## src/rtl/serial_word_tx.sv

```systemverilog
// serial_word_tx: accepts a parallel word and shifts it out MSB first over a
// valid/ready serial link, followed by a fixed number of idle gap cycles.
// Tracks whether the last accepted word matched SIGNATURE and counts frames.
module serial_word_tx #(
    parameter int              WIDTH     = 24,
    parameter logic [WIDTH-1:0] SIGNATURE = WIDTH'(24'hC0FFEE),
    parameter int              GAP       = 2
) (
    input  logic             clk,
    input  logic             rst_n,
    input  logic [WIDTH-1:0] in_data,
    input  logic             in_valid,
    output logic             in_ready,
    output logic             ser_data,
    output logic             ser_valid,
    input  logic             ser_ready,
    output logic             ser_first,
    output logic             ser_last,
    output logic             sig_match,
    output logic [15:0]      frame_count
);

    localparam int               IDX_W    = (WIDTH > 1) ? $clog2(WIDTH) : 1;
    localparam logic [IDX_W-1:0] IDX_TOP  = IDX_W'(WIDTH - 1);
    // Gap counter is loaded with GAP-1 so the GAP state lasts exactly GAP cycles.
    localparam logic [3:0]       GAP_LAST = 4'(GAP - 1);

    typedef enum logic [1:0] {
        S_IDLE  = 2'd0,
        S_SHIFT = 2'd1,
        S_GAP   = 2'd2
    } state_t;

    state_t           r_state;
    state_t           w_next;
    logic [WIDTH-1:0] r_shift;
    logic [IDX_W-1:0] r_idx;
    logic [3:0]       r_gap_cnt;
    logic             r_sig_match;
    logic [15:0]      r_frame_count;

    logic w_accept;
    logic w_xfer;
    logic w_last_xfer;

    // Handshake qualifiers; input is only looked at in IDLE, so nothing is buffered.
    assign w_accept    = in_valid && (r_state == S_IDLE);
    assign w_xfer      = ser_ready && (r_state == S_SHIFT);
    assign w_last_xfer = w_xfer && (r_idx == '0);

    // State register.
    always_ff @(posedge clk or negedge rst_n) begin
        if (!rst_n) begin
            r_state <= S_IDLE;
        end else begin
            r_state <= w_next;
        end
    end

    // Next-state logic.
    always_comb begin
        w_next = r_state;
        case (r_state)
            S_IDLE: begin
                if (w_accept) w_next = S_SHIFT;
            end
            S_SHIFT: begin
                if (w_last_xfer) w_next = (GAP > 0) ? S_GAP : S_IDLE;
            end
            S_GAP: begin
                if (r_gap_cnt == 4'd0) w_next = S_IDLE;
            end
            default: w_next = S_IDLE;
        endcase
    end

    // Shift register, bit index, gap counter, match flag and frame counter.
    always_ff @(posedge clk or negedge rst_n) begin
        if (!rst_n) begin
            r_shift       <= '0;
            r_idx         <= '0;
            r_gap_cnt     <= 4'd0;
            r_sig_match   <= 1'b0;
            r_frame_count <= 16'd0;
        end else begin
            if (w_accept) begin
                r_shift     <= in_data;
                r_idx       <= IDX_TOP;
                r_sig_match <= (in_data == SIGNATURE);
            end else if (w_xfer) begin
                r_shift <= r_shift << 1;
                if (r_idx != '0) r_idx <= r_idx - IDX_W'(1);
                if (w_last_xfer) begin
                    r_frame_count <= r_frame_count + 16'd1;
                    r_gap_cnt     <= GAP_LAST;
                end
            end else if (r_state == S_GAP && r_gap_cnt != 4'd0) begin
                r_gap_cnt <= r_gap_cnt - 4'd1;
            end
        end
    end

    // Outputs are decoded from state so reset forces them without a clock.
    assign in_ready    = (r_state == S_IDLE);
    assign ser_valid   = (r_state == S_SHIFT);
    assign ser_data    = ser_valid && r_shift[WIDTH-1];
    assign ser_first   = ser_valid && (r_idx == IDX_TOP);
    assign ser_last    = ser_valid && (r_idx == '0);
    assign sig_match   = r_sig_match;
    assign frame_count = r_frame_count;

endmodule

```

## config.mk

```make
export PLATFORM = sky130hd
export DESIGN_NAME = serial_word_tx
export DESIGN_NICKNAME = d
export VERILOG_FILES = /design/src/rtl/serial_word_tx.sv
export SDC_FILE = /design/constraint.sdc
export NUM_CORES = 1
export LEC_CHECK = 0
export ABC_CLOCK_PERIOD_IN_PS = 2300
export BUFFER_PORTS_ARGS = -buffer_cell sky130_fd_sc_hd__buf_4
export CORE_ASPECT_RATIO = 0.6
export CORE_UTILIZATION = 26
export CTS_CLUSTER_DIAMETER = 30
export DETAILED_ROUTE_END_ITERATION = 8
export GPL_ROUTABILITY_DRIVEN = 0
export PLACE_DENSITY = 0.46
export RECOVER_POWER = 50
export SLEW_MARGIN = 40
export SYNTH_ARGS = -nofsm -noshare
export SYNTH_HDL_FRONTEND = slang
export SYNTH_SLANG_ARGS = --single-unit
```

## constraint.sdc

```tcl
create_clock -name clk -period 2.3 [get_ports clk]
set_input_delay 0.115 -clock clk [delete_from_list [all_inputs] [get_ports clk]]
set_output_delay 0.115 -clock clk [all_outputs]
set_load 0.05 [all_outputs]
```

* Word level (Yosys, flattened, before mapping)
Cells that the tools add are included.
** Storage, ports and cells
- Logic and storage cells :: 49
- Input bits :: 28
- Register bits after elaboration :: 52
- Output and inout bits :: 22
** Operators by class
- Equality and inequality tests :: 8
- Add/subtract/negate cells :: 3
- Bitwise operators :: 1
- Reduce and logical (&&, ||, !) cells :: 19
- Muxes and demuxes :: 12
** Operators with widths (count)
- 2-to-1 mux 24 bit :: 2
- == test 24 bit, second input constant :: 1
- adder 16 x 1 -> 16 bit, second input constant :: 1
- 2-to-1 mux 5 bit :: 3
- 2-to-1 mux 4 bit :: 3
- AND reduction 3 bit :: 3
- logical AND 1 bit :: 7
- 2-to-1 mux 2 bit :: 3
- inequality test 2 x 1 -> 1 bit, second input constant :: 3
- one-hot mux 2 bit (3 select lines) :: 1
- nonzero test 2 bit :: 3
- == test 5 bit, second input constant :: 1
- logical NOT 5 bit :: 1
- nonzero test 5 bit :: 1
- subtractor 5 x 1 -> 5 bit, second input constant :: 1
- logical NOT 4 bit :: 1
- nonzero test 4 bit :: 1
- subtractor 4 x 1 -> 4 bit, second input constant :: 1
- == test 2 x 1 -> 1 bit, second input constant :: 1
- == test 2 bit, second input constant :: 1
- logical NOT 2 bit :: 1
- inequality test 2 bit, second input constant :: 1
- AND reduction 2 bit :: 1
- inverter 1 bit :: 1

* Longest topological paths before layout
- Word-level depth :: 5
- Depth in mapped cells :: 7
- Gate-level depth less buffers :: 6

* Worst setup path after synthesis
No wires, ideal clock.
- Kind :: register to output
- Start :: register r_idx[0]
- End :: output port ser_last
- Cell stages (with the launch flop) :: 6
- Path slack :: 311 ps
- Arrival time :: 1874 ps
- Buffers on the path :: 1
- Data required time :: 2185 ps
- Cell sequence :: dfrtp_1 -> inv_1 -> ha_1 -> or4b_1 -> buf_6 -> nor2_1
** On the way
- Word-level cells in the longest chain between the ends :: 2
** Ends and longest elaborated chain
- from (decl) :: RTL line 37 : logic [IDX_W-1:0] r_idx;
- from (signal assigned) :: RTL line 92 : if (r_idx != '0) r_idx <= r_idx - IDX_W'(1);
- logical NOT 5 bit :: RTL line 108 : assign ser_last = ser_valid && (r_idx == '0);
- logical AND 1 bit :: RTL line 108
- to (decl) :: RTL line 18 : output logic ser_last,
No other way between the ends.

* Worst setup path in the final report
- Start :: register r_idx[0]
- End :: register r_frame_count[10] (netlist: frame_count[10])
** On the way
- Word-level cells in the longest chain between the ends :: 3
** Ends and longest elaborated chain
- logical NOT 5 bit :: RTL line 49 : assign w_last_xfer = w_xfer && (r_idx == '0);
- logical AND 1 bit :: RTL line 49
- AND reduction 3 bit (no source line)
- to (signal assigned) :: RTL line 94 : r_frame_count <= r_frame_count + 16'd1;
- to (decl) :: RTL line 40 : logic [15:0] r_frame_count;
No other way between the ends.
A chain may end at the register's enable or synchronous reset.

==> summary.md <==
| Metric | Value |
|---|---|
| Outcome | complete, no violations |
| Post-synth top area cell | dfrtp_1 |
| Asr flop ratio synth | 100.0% |
| DRC viols | 0 |
| Wire per inst | 13.93 um |
| Kind of critical path | reg2reg |
| P per Cell Area | 1030 nW/um^2 |
| H-tree Lvls | 2 |
| Distinct cells, synth | 40 |
| TritonCTS clock tree | done |
| Initial antenna violation count | 0 |
| Post-Syn Area | 2437 um^2 |
| Worst slew pin tran | 1319 ps |
| Area delta synth->final | 27.62% |
| Die width | 127.0 um |
| Critical path startpoint | r_idx[0] |
| Largest net degree at the start of global routing | 53 |
| Slew margin rel. | 12.10% |
| FP Rows | 26 |
| Tmin final | 2092 ps |
| Syn Inst Count | 247 |
| Final period utilization | 90.94% |
| Dominant cells by area after synthesis | dfrtp_1 (53%), nand2_1 (9.2%), a22oi_1 (4.0%) |
| Max-slew violation count | 0 |
| Number of synthesized flops with an enable pin | 0 |
| Unrepaired setup endpoints after global routing | false |
| # clock sinks | 52 |
| Gr usage total | 12.36% |
| Clk buf depth | 2 |
| Reg2reg start | r_idx[0] |
| Reg clk slew, reported paths | 70 ps |
| Via Count | 1,957 |
| Antenna viol nets, final | 0 |
| CTS root buf | clkbuf_16 |
| Critical path launch point type | flop |
| Final setup fails | 0 |
| Static Leak | 1.466 nW |
| Post-CTS Resized | 0 |
| Hold path start | in_data[6] |
| Count leader, synth | nand2_1 |
| Worst Setup End Kind | flop |
| Synth Flop Type | dfrtp_1 |
| Largest fanout on the critical path | 8 |
| Iteration-0 DRC Markers | 113 |
| IO buf count | 49 |
| Syn_nets | 279 |
| 1st-pass router iterations | 4 |
| Avg Inst Size Synth | 9.868 um^2 |
| Final core occ | 35.41% |
| Seq/Total Area, Yosys | 53.39% |
| IO Pins | 50 |
| Worst skew pair latency | 280 ps |
| Core footprint | 8783 um^2 |
| Commonest cells post-synth | nand2_1 (60), dfrtp_1 (52), nor2_1 (20) |
| Synth top area share | 53.39% |
| First-pass GRT wire length | 9.501 mm |
| Height of the die | 77.00 um |
| Antenna Cells | 0 |
| Share of cells above drive strength 1 | 19.14% |
| Hold Vio Cnt, Final | 0 |
| Setup TNS | 0 ps |
| WHS | 55.19 ps |
| Fin nets | 334 |
| Yosys warnings | 0 |
| Total CTS buffers | 5 |
| CP arrival | 2260 ps |
| Die Area | 9778 um^2 |
| F_max | 478.1 MHz |
| Yosys reg bits | 52 |
| Grt total ovfl | 0 |
| Clock skew | 5.314 ps |
| Class of the worst hold path | in2reg |
| Final wirelength | 5.779 mm |
| CP required | 2470 ps |
| Power Total | 0.003203 W |
| Internal reg-to-reg setup slack | 210 ps |
| Worst vdd ir | 0.3664 mV |
| HPWL after detailed placement | 4.172 mm |
| Max-cap violations | 0 |
| Number of global-route vias before repair | 1,845 |
| Starting density of the core | 27.75% |
| Vias/cell | 4.716 |
cells by family after synthesis:
logic type | Yosys count | synth area share, %
simple gates | 123 | 25.41
flops | 52 | 53.39
compound gates | 35 | 9.959
xor+xnor | 17 | 6.109
buf+inv | 15 | 2.618
fa+ha+maj | 4 | 2.053
mux | 1 | 0.4620
layout by cell type (no fill, tap or decap), types with 4 or more instances in the layout:
| cell | Yosys | routed |
|---|---|---|
| a22oi_1 | 13 | 13 |
| a31oi_1 | 10 | 10 |
| buf_4 | 0 | 44 |
| clkbuf_1 | 7 | 11 |
| clkbuf_16 | 0 | 5 |
| dfrtp_1 | 52 | 52 |
| ha_1 | 4 | 4 |
| inv_1 | 6 | 6 |
| nand2_1 | 60 | 60 |
| nand3_1 | 9 | 9 |
| nand4_1 | 7 | 7 |
| nor2_1 | 20 | 20 |
| xnor2_1 | 11 | 11 |
| xor2_1 | 6 | 6 |
critical path, stage by stage (launching register included):
cell     delay, ps
dfrtp_1        400
inv_1          100
ha_1           170
or4b_1         430
buf_4          200
nor4_4         390
nand3_1        150
xnor2_1        140
stage by stage:
| step | cell area (um^2) | setup WS [ps] | instances |
|---|---|---|---|
| 2_1_floorplan | 2437 | 310.8 | 247 |
| 5_1_grt | 3110 | 10.66 | 415 |
| 4_1_cts | 3154 | 188.6 | 415 |
| 6_report | 3110 | 208.3 | 415 |
| 3_5_place_dp | 2962 | 202.7 | 406 |
| 3_3_place_gp | 2962 | 231.5 | 406 |
path summary, 6_finish.rpt:
| kind | depth (start not counted) | to |
|---|---|---|
| setup / recovery | 7 | frame_count[10] |
| hold / removal | 3 | r_shift[6] |
| setup reg to reg | 7 | frame_count[10] |
| hold reg to reg | 2 | r_shift[11] |
| max in group asynchronous | 2 | r_idx[3] |
| min in group asynchronous | 2 | frame_count[11] |
sequential cells by signal, summed over array words and instances, names as in the netlist:
signal       count
sig_match        1
frame_count     16
r_state          2
r_shift         24
r_idx            5
r_gap_cnt        4
routing by layer:
layer,vias to the layer above,GRT usage (%),share of wire [%]
met5,-,0,0
met4,0,2.976,0.61
met3,2,2.861,4.2
met2,37,16.65,40
met1,940,19.39,55
li1,978,-,-
report_power, final:
group          total [W]  leakage (nW)  internal (W)  switching [W]
Clock           0.000897        0.0901      0.000573       0.000323
Sequential       0.00138         0.660       0.00118       0.000192
Combinational   0.000930         0.716      0.000363       0.000568
area by class of cell:
cell class              count  area, um^2
clock buffers               7       152.6
clock inverters             1       30.03
fillers                   913        5673
inverters                   6       22.52
multi-input cells         180        1077
flip-flops and latches     52        1301
well taps                 112       140.1
repair buffers             57       386.6
timing repair:
action | 4_1_cts | 5_1_grt
setup buffers | 0 | 0
hold endpoints to repair | 52 | 0
hold buffers | 1 | 0
No activity file was read; power rests on OpenSTA's default activity.
